<file path="config.mk">
export PLATFORM = sky130hd
export DESIGN_NAME = cam_dvp2axis_flat
export DESIGN_NICKNAME = d
export VERILOG_FILES = /design/src/rtl/cam_pkg.sv /design/src/rtl/cam_dvp2axis_if.sv /design/src/rtl/sync_fifo_fwft.sv /design/src/rtl/cam_dvp2axis.sv /design/src/flat_wrapper.sv
export SDC_FILE = /design/constraint.sdc
export NUM_CORES = 1
export LEC_CHECK = 0
export CAP_MARGIN = 25
export CORE_MARGIN = 2
export CORE_UTILIZATION = 50
export CTS_CLUSTER_SIZE = 14
export DETAILED_ROUTE_END_ITERATION = 6
export HOLD_SLACK_MARGIN = 0.1
export PLACE_DENSITY_LB_ADDON = 0.25
export SLEW_MARGIN = 0
export SYNTH_ARGS = -nofsm -noshare
export SYNTH_HDL_FRONTEND = slang
export SYNTH_HIERARCHICAL = 1
export SYNTH_SLANG_ARGS = --single-unit
</file>
<file path="constraint.sdc">
create_clock -name clk -period 9.05 [get_ports clk]
set_input_delay 1.81 -clock clk [delete_from_list [all_inputs] [get_ports clk]]
set_output_delay 1.81 -clock clk [all_outputs]
set_load 0.02 [all_outputs]
</file>
<file path="src/rtl/cam_pkg.sv">
// Shared types for the OV5640 DVP capture path: FSM states, RGB565 field
// positions and the word carried through the output FIFO.
package cam_pkg;

  typedef enum logic [1:0] {
    S_IDLE,
    S_VBLANK,
    S_SKIP,
    S_ACTIVE
  } cap_state_e;

  // Field positions inside the assembled 16-bit RGB565 pixel {byte0, byte1}
  localparam int R_HI = 15;
  localparam int R_LO = 11;
  localparam int G_HI = 10;
  localparam int G_LO = 5;
  localparam int B_HI = 4;
  localparam int B_LO = 0;

  typedef struct packed {
    logic        tuser;
    logic        tlast;
    logic [23:0] tdata;
  } fifo_word_t;

  // Bit-replicating expansion; output order is {R8, B8, G8}
  function automatic logic [23:0] rgb565_to_888(input logic [15:0] px);
    logic [4:0] r5;
    logic [5:0] g6;
    logic [4:0] b5;
    r5 = px[R_HI:R_LO];
    g6 = px[G_HI:G_LO];
    b5 = px[B_HI:B_LO];
    return {r5, r5[4:2], b5, b5[4:2], g6, g6[5:4]};
  endfunction

endpackage

</file>
<file path="src/rtl/cam_dvp2axis_if.sv">
// AXI4-Stream video channel (24-bit RGB888, tuser = SOF, tlast = EOL).
interface cam_dvp2axis_if;
  logic [23:0] tdata;
  logic        tvalid;
  logic        tready;
  logic        tuser;
  logic        tlast;
  logic [2:0]  tkeep;

  modport master (output tdata, tvalid, tuser, tlast, tkeep, input tready);
  modport slave  (input tdata, tvalid, tuser, tlast, tkeep, output tready);
endinterface

</file>
<file path="src/rtl/sync_fifo_fwft.sv">
// Single-clock first-word-fall-through FIFO; a write while full is accepted
// only when a read frees a slot in the same cycle.
module sync_fifo_fwft #(
  parameter int WID   = 26,
  parameter int DEPTH = 16
) (
  input  logic           clk,
  input  logic           rst,
  input  logic           wr_en,
  input  logic [WID-1:0] wr_data,
  input  logic           rd_en,
  output logic [WID-1:0] rd_data,
  output logic           full,
  output logic           empty
);

  localparam int AW = $clog2(DEPTH);

  logic [WID-1:0] mem [DEPTH];
  logic [AW:0]    wr_ptr, rd_ptr;
  logic           do_wr, do_rd;

  assign empty   = (wr_ptr == rd_ptr);
  assign full    = (wr_ptr[AW] != rd_ptr[AW]) && (wr_ptr[AW-1:0] == rd_ptr[AW-1:0]);
  assign do_rd   = rd_en && !empty;
  assign do_wr   = wr_en && (!full || do_rd);
  assign rd_data = mem[rd_ptr[AW-1:0]];

  // NOTE: the storage array is deliberately not reset; the pointers alone say which entries are valid.
  always_ff @(posedge clk) begin
    if (do_wr) mem[wr_ptr[AW-1:0]] <= wr_data;
  end

  always_ff @(posedge clk) begin
    if (rst) begin
      wr_ptr <= '0;
      rd_ptr <= '0;
    end else begin
      if (do_wr) wr_ptr <= wr_ptr + (AW+1)'(1);
      if (do_rd) rd_ptr <= rd_ptr + (AW+1)'(1);
    end
  end

endmodule

</file>
<file path="src/rtl/cam_dvp2axis.sv">
// OV5640 DVP capture: pairs RGB565 bytes, expands to RGB888 and emits
// AXI4-Stream video with tuser on SOF and tlast on EOL, all in CAM_PCLK.
module cam_dvp2axis
  import cam_pkg::*;
#(
  parameter int FIFO_DEPTH  = 16,
  parameter int SKIP_FRAMES = 2,
  parameter int CNT_WID     = 12
) (
  input  logic               clk,
  input  logic               rst,
  input  logic               cap_en,
  input  logic               ovf_clr,
  input  logic               cam_vsync,
  input  logic               cam_href,
  input  logic [7:0]         cam_data,
  cam_dvp2axis_if.master     m_axis,
  output logic [15:0]        frame_cnt,
  output logic [CNT_WID-1:0] line_cnt,
  output logic [CNT_WID-1:0] pix_cnt,
  output logic               ovf,
  output logic               odd_err
);

  localparam int SKIP_W = (SKIP_FRAMES > 0) ? $clog2(SKIP_FRAMES + 1) : 1;

  logic       vs_r, vs_d, hr_r, hr_d;
  logic [7:0] d_r;
  logic       vs_rise, vs_fall, hr_fall;

  // NOTE: non-blocking assignments so every flop samples pre-edge values regardless of block order.
  always_ff @(posedge clk) begin
    if (rst) begin
      vs_r <= 1'b0;
      vs_d <= 1'b0;
      hr_r <= 1'b0;
      hr_d <= 1'b0;
      d_r  <= '0;
    end else begin
      vs_r <= cam_vsync;
      vs_d <= vs_r;
      hr_r <= cam_href;
      hr_d <= hr_r;
      d_r  <= cam_data;
    end
  end

  assign vs_rise = vs_r && !vs_d;
  assign vs_fall = !vs_r && vs_d;
  assign hr_fall = !hr_r && hr_d;

  cap_state_e        state, state_nxt;
  logic [SKIP_W-1:0] skip_cnt;
  logic              go_active, go_skip, frame_end, reload_skip;

  always_ff @(posedge clk) begin
    if (rst) state <= S_IDLE;
    else     state <= state_nxt;
  end

  // NOTE: every output gets a default first so no path through the case infers a latch.
  always_comb begin
    state_nxt   = state;
    go_active   = 1'b0;
    go_skip     = 1'b0;
    frame_end   = 1'b0;
    reload_skip = 1'b0;
    unique case (state)
      S_IDLE:   if (vs_r && cap_en) state_nxt = S_VBLANK;
      S_VBLANK: if (vs_fall) begin
        if (skip_cnt != '0) begin
          go_skip   = 1'b1;
          state_nxt = S_SKIP;
        end else begin
          go_active = 1'b1;
          state_nxt = S_ACTIVE;
        end
      end
      S_SKIP:   if (vs_rise) state_nxt = cap_en ? S_VBLANK : S_IDLE;
      S_ACTIVE: if (vs_rise) begin
        frame_end = 1'b1;
        if (cap_en) begin
          state_nxt = S_VBLANK;
        end else begin
          state_nxt   = S_IDLE;
          reload_skip = 1'b1;
        end
      end
      default:  state_nxt = S_IDLE;
    endcase
  end

  always_ff @(posedge clk) begin
    if (rst || reload_skip) skip_cnt <= SKIP_W'(SKIP_FRAMES);
    else if (go_skip)       skip_cnt <= skip_cnt - SKIP_W'(1);
  end

  logic        active, phase, pix_done, line_end, push, sof;
  logic [7:0]  byte0;
  logic        hold_vld;
  logic [23:0] hold_px;

  assign active   = (state == S_ACTIVE);
  assign pix_done = active && hr_r && phase;
  // A frame end also closes a line so a pixel still held at vsync gets flushed
  assign line_end = active && (hr_fall || vs_rise);
  assign push     = hold_vld && (pix_done || line_end);

  always_ff @(posedge clk) begin
    if (rst) begin
      phase    <= 1'b0;
      byte0    <= '0;
      hold_vld <= 1'b0;
      hold_px  <= '0;
      sof      <= 1'b0;
    end else begin
      phase <= (active && hr_r) ? !phase : 1'b0;
      if (active && hr_r && !phase) byte0 <= d_r;
      if (pix_done) begin
        hold_vld <= 1'b1;
        hold_px  <= rgb565_to_888({byte0, d_r});
      end else if (line_end) begin
        hold_vld <= 1'b0;
      end
      if (go_active) sof <= 1'b1;
      else if (push) sof <= 1'b0;
    end
  end

  fifo_word_t wr_word, rd_word;
  logic       fifo_full, fifo_empty, pop;

  assign wr_word = '{tuser: sof, tlast: line_end, tdata: hold_px};
  assign pop     = !fifo_empty && m_axis.tready;

  sync_fifo_fwft #(
    .WID   ($bits(fifo_word_t)),
    .DEPTH (FIFO_DEPTH)
  ) u_fifo (
    .clk     (clk),
    .rst     (rst),
    .wr_en   (push),
    .wr_data (wr_word),
    .rd_en   (m_axis.tready),
    .rd_data (rd_word),
    .full    (fifo_full),
    .empty   (fifo_empty)
  );

  // Stale head contents are masked so the stream reads all-zero when idle
  assign m_axis.tvalid = !fifo_empty;
  assign m_axis.tdata  = fifo_empty ? '0 : rd_word.tdata;
  assign m_axis.tuser  = !fifo_empty && rd_word.tuser;
  assign m_axis.tlast  = !fifo_empty && rd_word.tlast;
  assign m_axis.tkeep  = 3'b111;

  logic [CNT_WID-1:0] pix_ctr, line_ctr, pix_ctr_inc, line_ctr_inc;

  assign pix_ctr_inc  = (&pix_ctr)  ? pix_ctr  : pix_ctr  + CNT_WID'(1);
  assign line_ctr_inc = (&line_ctr) ? line_ctr : line_ctr + CNT_WID'(1);

  always_ff @(posedge clk) begin
    if (rst) begin
      pix_ctr   <= '0;
      line_ctr  <= '0;
      pix_cnt   <= '0;
      line_cnt  <= '0;
      frame_cnt <= '0;
    end else begin
      if (line_end) begin
        pix_ctr <= '0;
        if (push) pix_cnt <= pix_ctr_inc;
      end else if (push) begin
        pix_ctr <= pix_ctr_inc;
      end
      if (frame_end) begin
        line_ctr  <= '0;
        line_cnt  <= push ? line_ctr_inc : line_ctr;
        frame_cnt <= frame_cnt + 16'd1;
      end else if (push && line_end) begin
        line_ctr <= line_ctr_inc;
      end
    end
  end

  logic ovf_set, odd_set;

  // A push into a full FIFO survives only if the same cycle pops a word
  assign ovf_set = push && fifo_full && !pop;
  assign odd_set = active && hr_fall && phase;

  always_ff @(posedge clk) begin
    if (rst) begin
      ovf     <= 1'b0;
      odd_err <= 1'b0;
    end else begin
      if (ovf_set)      ovf <= 1'b1;
      else if (ovf_clr) ovf <= 1'b0;
      if (odd_set)      odd_err <= 1'b1;
      else if (ovf_clr) odd_err <= 1'b0;
    end
  end

endmodule

</file>
<file path="src/flat_wrapper.sv">
// flat-port wrapper written by rule: the top's interface ports become plain ports
module cam_dvp2axis_flat import cam_pkg::*;
#(
  parameter int FIFO_DEPTH  = 16,
  parameter int SKIP_FRAMES = 2,
  parameter int CNT_WID     = 12
)
  (clk, rst, cap_en, ovf_clr, cam_vsync, cam_href, cam_data, frame_cnt, line_cnt, pix_cnt, ovf, odd_err, m_axis_tdata, m_axis_tvalid, m_axis_tuser, m_axis_tlast, m_axis_tkeep, m_axis_tready);
  cam_dvp2axis_if m_axis_i ();
  input  logic clk;
  input  logic rst;
  input  logic cap_en;
  input  logic ovf_clr;
  input  logic cam_vsync;
  input  logic cam_href;
  input  logic [7:0] cam_data;
  output logic [15:0] frame_cnt;
  output logic [CNT_WID-1:0] line_cnt;
  output logic [CNT_WID-1:0] pix_cnt;
  output logic ovf;
  output logic odd_err;
  output wire logic [$bits(m_axis_i.tdata)-1:0] m_axis_tdata;
  output wire logic [$bits(m_axis_i.tvalid)-1:0] m_axis_tvalid;
  output wire logic [$bits(m_axis_i.tuser)-1:0] m_axis_tuser;
  output wire logic [$bits(m_axis_i.tlast)-1:0] m_axis_tlast;
  output wire logic [$bits(m_axis_i.tkeep)-1:0] m_axis_tkeep;
  input wire logic [$bits(m_axis_i.tready)-1:0] m_axis_tready;
  assign m_axis_tdata = m_axis_i.tdata;
  assign m_axis_tvalid = m_axis_i.tvalid;
  assign m_axis_tuser = m_axis_i.tuser;
  assign m_axis_tlast = m_axis_i.tlast;
  assign m_axis_tkeep = m_axis_i.tkeep;
  assign m_axis_i.tready = m_axis_tready;
  cam_dvp2axis #(.FIFO_DEPTH(FIFO_DEPTH), .SKIP_FRAMES(SKIP_FRAMES), .CNT_WID(CNT_WID)) u_core (.clk(clk), .rst(rst), .cap_en(cap_en), .ovf_clr(ovf_clr), .cam_vsync(cam_vsync), .cam_href(cam_href), .cam_data(cam_data), .m_axis(m_axis_i), .frame_cnt(frame_cnt), .line_cnt(line_cnt), .pix_cnt(pix_cnt), .ovf(ovf), .odd_err(odd_err));
endmodule
</file>
Yosys cells after proc, flatten, opt, wreduce, memory -nomap -nowiden --
Memory sizes are Yosys's and may differ from the RTL's. A register that Yosys moved wholly into a read port is not among the register bits. Index checks and enable logic that the tools add are counted.
Word-level totals: register bits after elaboration 127, latch bits 0, RAM bits 416, bits in read-only memories 0, input port bits 15, output and inout port bits 72, logic and storage cells 114, memories 1
Memory list:
- u_core.u_fifo.mem | words 16, bits a word 26, read ports 1, clocked after Yosys merged registers in 1, wr ports 1, line sync_fifo_fwft.sv:19 | logic [WID-1:0] mem [DEPTH];
Cells by class: $add $sub $neg 6, multipliers 0, divide/modulo/power cells 0, order comparisons 0, equality and inequality tests 9, shifts and indexed selects 0, multiplexer cells 32, bitwise operators 1, reduce and logical (&&, ||, !) cells 44
Operators with widths (count):
- $mux W12 | 3
- $add A12 B1 Y12 const B | 2
- $mux W24 | 1
- $reduce_and A12 Y1 | 2
- $mux W1 | 22
- $logic_and A1 B1 Y1 | 19
- $add A16 B1 Y16 const B | 1
- $add A5 B1 Y5 const B | 2
- $reduce_bool A2 Y1 | 5
- $mux W4 | 2
- $reduce_or A2 Y1 | 4
- $logic_not A1 Y1 | 7
- $mux W2 | 3
- $ne A2 B1 Y1 const B | 3
- $pmux W2 S3 | 1
- $eq A5 B5 Y1 | 1
- $eq A2 B2 Y1 const B | 2
- $eq A4 B4 Y1 | 1
- $logic_or A1 B1 Y1 | 4
- $reduce_and A3 Y1 | 1
- $eq A2 B1 Y1 const B | 1
- $logic_not A2 Y1 | 1
- $reduce_and A2 Y1 | 1
- $sub A2 B1 Y2 const B | 1
- other kinds (2) | 2

Depth between registers and ports, before layout --
depth in word-level cells 9, depth in mapped cells 10

Cells and area by module --
The synthesis kept the hierarchy.
By module, submodules not included:
- sync_fifo_fwft | times used 1, cells an instance 664, area each 16379.5 um2
- cam_dvp2axis | times used 1, cells an instance 612, area each 5036.1 um2

Worst setup path before layout --
OpenSTA, ideal clock, no wires.
kind input-to-reg, start point input port m_axis_tready, end point memory u_core.u_fifo.mem[11][0], enable pin, library setup time 0.447 ns, arrival 4.087 ns, setup slack 4.515 ns, stages on the path 3, buffers on the path 0, cells stage by stage nor2_1 -> a21o_1 -> nor3b_1
On the way: longest elaborated chain between the ends 5
Ends and longest elaborated chain:
- from (decl) | line flat_wrapper.sv:27 | input wire logic [$bits(m_axis_i.tready)-1:0] m_axis_tready;
- $logic_and A1 B1 Y1 | line sync_fifo_fwft.sv:25 | assign do_rd = rd_en && !empty;
- $logic_or A1 B1 Y1 | line sync_fifo_fwft.sv:26 | assign do_wr = wr_en && (!full || do_rd);
- $logic_and A1 B1 Y1 | line sync_fifo_fwft.sv:26
- $mux W1 | line sync_fifo_fwft.sv:31 | if (do_wr) mem[wr_ptr[AW-1:0]] <= wr_data;
- $mux W1 (implied by the code) | line sync_fifo_fwft.sv:31
- to (decl) | line sync_fifo_fwft.sv:19
No other way between the ends.

==> flow_summary.json <==
{
  "numCtsBuffers": 53,
  "ys_warn_count": 6,
  "fillCellCount": 3164,
  "placed_cell_area_um2": 22780,
  "clockRootBuffer": "clkbuf_16",
  "start_util": 0.5083,
  "path_max_fanout": 58,
  "whs_endpoint": "u_core/hold_px[13]$_SDFFE_PP0P_",
  "powerDensity_nw_per_um2": 195.8,
  "die_y_um": 211.0,
  "hold_class": "register to register",
  "ir_worst_vdd_mv": 0.1512,
  "seq_power_share": 0.546,
  "synth_area_per_cell_um2": 16.78,
  "yosysUniqueCellTypes": 68,
  "p_clk_frac": 0.449,
  "rr_startpoint": "u_core/hr_r$_SDFF_PP0_",
  "startpoint_type": "register",
  "dr.pass1.iters": 5,
  "rows": 75,
  "drt_iter0_markers": 1001,
  "max_clock_freq_mhz": 176.1,
  "p_int_w": 0.003914,
  "drt_drc_violations_left": 0,
  "cts_tree": "built",
  "insertion_delay_ns": 0.58,
  "comb_power_share": 0.005,
  "grt_pass1_vias": 11702,
  "cts_sinks": 539,
  "design_area_um2": 24640,
  "end_kind": "primary output",
  "min_delay_path_depth": 2,
  "ant_nets": 0,
  "leakagePower_nw": 7.667,
  "pin_count": 87,
  "grt_pass1_wl_um": 70500,
  "slew_headroom": 0.3035,
  "tns_ns": 0,
  "grt-ovfl-total": 0,
  "swShare": 0.1887,
  "r2r_cells": 6,
  "mostFrequentLayoutCells": "416 x edfxtp_1, 130 x mux4_2, 120 x dfxtp_1, 82 x clkdlybuf4s50_1, 80 x nand2_1",
  "required_ns": 7.24,
  "fin_util": 0.5849,
  "place_ws_ns": 3.909,
  "worst_clock_skew_ns": 0.01142,
  "synth.ff_latch_count": 539,
  "wl_um": 45840,
  "clockBufferDepth": 3,
  "place_congestion": 0.8455,
  "synth_edf_count": 416,
  "core-area_um2": 42130,
  "rsz0062_at_grt": "no",
  "grt_max_degree": 93,
  "worst_slack_ns": 3.371,
  "async_flop_share": 0,
  "max_cap_violations": 0,
  "cts_setup_buffers": 0,
  "die-area_um2": 44500,
  "timing.rr.end": "u_core/u_fifo/mem[12][25]$_DFFE_PP_",
  "hpwl_um": 24030,
  "areaGrowthSynthToFinish_pct": 15.08,
  "tightestPinTransition_ns": 1.041,
  "period_share": 0.6275,
  "power_switching_w": 0.0009105,
  "setup_viol": 0,
  "criticalPathCategory": "register to primary output",
  "r2r_slack_ns": 5.06,
  "drv_slew": 0,
  "final_common_cell": "edfxtp_1",
  "antenna_found_initial": 2,
  "wl_per_cell_um": 23.52,
  "die_w_um": 211.0,
  "cts_htree_levels": 2,
  "final_layout_size_suffix_gt1_frac": 0.1881,
  "hold_buffers": 0,
  "syn_area_um2": 21420,
  "finalCriticalPeriod_ns": 5.679,
  "grt_use_total": 0.2127,
  "viasPerCell": 5.973,
  "arrival_ns": 3.87,
  "vias": 11641,
  "hold_viol": 0,
  "status": "complete, no violations",
  "synthFlopType": "edfxtp_1",
  "numPortBuffers": 83,
  "path_clk_slew_ns": 0.06,
  "syn_inst": 1276,
  "seq_area_frac_synth": 0.6983,
  "hold_start": "u_core/d_r[2]$_SDFF_PP0_",
  "cts_resized": 0,
  "fin_nets": 1392
}
-- cell usage after synthesis (3+ instances only) --
| cell type | count | area, µm² |
|---|---|---|
| a211oi_1 | 5 | 37.54 |
| mux2_2 | 4 | 45.04 |
| o31ai_1 | 13 | 97.59 |
| and2_1 | 4 | 25.02 |
| a21o_1 | 3 | 22.52 |
| ha_1 | 9 | 112.6 |
| and4_1 | 4 | 35.03 |
| nor2_1 | 57 | 214.0 |
| buf_6 | 9 | 101.4 |
| nor3_1 | 17 | 85.08 |
| buf_2 | 21 | 105.1 |
| and3_1 | 22 | 137.6 |
| a31o_2 | 4 | 35.03 |
| xnor2_1 | 12 | 105.1 |
| nand2b_1 | 6 | 37.54 |
| or4_1 | 12 | 90.09 |
| inv_1 | 18 | 67.56 |
| nor4_1 | 12 | 75.07 |
| nand3b_1 | 4 | 30.03 |
| xor2_1 | 11 | 96.34 |
| o211ai_1 | 5 | 37.54 |
| edfxtp_1 | 416 | 12490 |
| buf_1 | 6 | 22.52 |
| or3_1 | 10 | 62.56 |
| nand4_1 | 15 | 93.84 |
| mux2i_1 | 3 | 30.03 |
| clkbuf_1 | 38 | 142.6 |
| nand3_1 | 22 | 110.1 |
| a32o_1 | 3 | 30.03 |
| buf_4 | 5 | 37.54 |
| dfxtp_1 | 123 | 2462 |
| mux4_2 | 130 | 2928 |
| nand2_1 | 80 | 300.3 |
| nor2b_1 | 48 | 300.3 |
| o21ai_0 | 17 | 85.08 |
| a311oi_1 | 12 | 105.1 |
| a21oi_1 | 57 | 285.3 |
-- metrics by stage --
stage / instances / power [W] / hold WS (ns)
final: 1949 / 0.004825 / 0.4565
after global routing: 1948 / 0.004967 / 0.4718
after CTS: 1942 / 0.004869 / 0.4538
after detailed placement: 1846 / 0.002711 / 0.4458
after global placement: 1845 / 0.002711 / 0.4428
after floorplan: 1278 / 0.002701 / 0.4321
-- flip-flops by register name, summed over array words and instances, names as in the netlist, 2 cells and up, named ones only --
signal and cells:
u_core/pix_cnt 12, u_core/byte0 8, u_core/d_r 8, u_core/line_ctr 12
u_core/skip_cnt 2, u_core/state 2, u_core/pix_ctr 12, u_core/u_fifo/mem 416
u_core/u_fifo/wr_ptr 5, u_core/frame_cnt 16, u_core/line_cnt 12, u_core/hold_px 16
u_core/u_fifo/rd_ptr 5
-- how the worst max path moves through the flow --
stage | from | end | slack (ns) | depth (start not counted)
after floorplan | m_axis_tready | u_core/u_fifo/mem[11][0]$_DFFE_PP_ | 4.52 | 3
after global routing | register | m_axis_tdata[11] | 3.20 | 5
after detailed placement | register | m_axis_tdata[11] | 3.91 | 5
final | register | m_axis_tdata[11] | 3.37 | 5
after CTS | register | m_axis_tdata[11] | 3.25 | 5
after global placement | register | m_axis_tdata[11] | 3.94 | 5
-- area by class of cell --
class	count	area, µm²	share of cell area
Clock inverter	26	259.0	0.01051
Antenna cell	1	2.502	0.0001015
Timing Repair Buffer	115	1194	0.04843
Clock buffer	70	1463	0.05935
Tap cell	539	674.4	0.02736
Sequential cell	539	14960	0.6071
Multi-Input combinational cell	640	6018	0.2442
Inverter	19	71.32	0.002894
-- worst max-delay path, cell delays in order, from the launching register on --
cell	delay (ns)
dfxtp_4	0.90
buf_4	0.70
mux4_2	0.41
mux4_2	0.47
nor2b_1	0.19
clkdlybuf4s50_1	0.57
-- cell families after synthesis --
family / share of synthesized area
flip-flops: 0.6983
AND/OR/NAND/NOR: 0.08033
AO/OA/AOI/OAI: 0.04312
adder cells (fa/ha/maj): 0.005258
other: 0.0001751
buffers and inverters: 0.02267
multiplexers: 0.1407
XOR/XNOR: 0.009406
-- power groups by stage --
stage | clock network, W | logic, W | registers, W
after global routing | 0.00231 | 0.0000270 | 0.00263
after CTS | 0.00221 | 0.0000249 | 0.00263
after detailed placement | 0 | 0.0000249 | 0.00269
after global placement | 0 | 0.0000248 | 0.00269
final | 0.00217 | 0.0000248 | 0.00263
after floorplan | 0 | 0.0000161 | 0.00269
-- routing by layer --
layer / up-vias / track usage / wire (µm)
met2: 372 / 0.3546 / 22570
met4: 2 / 0.05949 / 936
met5: - / 0 / 13
met3: 73 / 0.03880 / 2843
met1: 5960 / 0.2904 / 19480
li1: 5234 / - / -
Power figures use the tool's default switching activity.
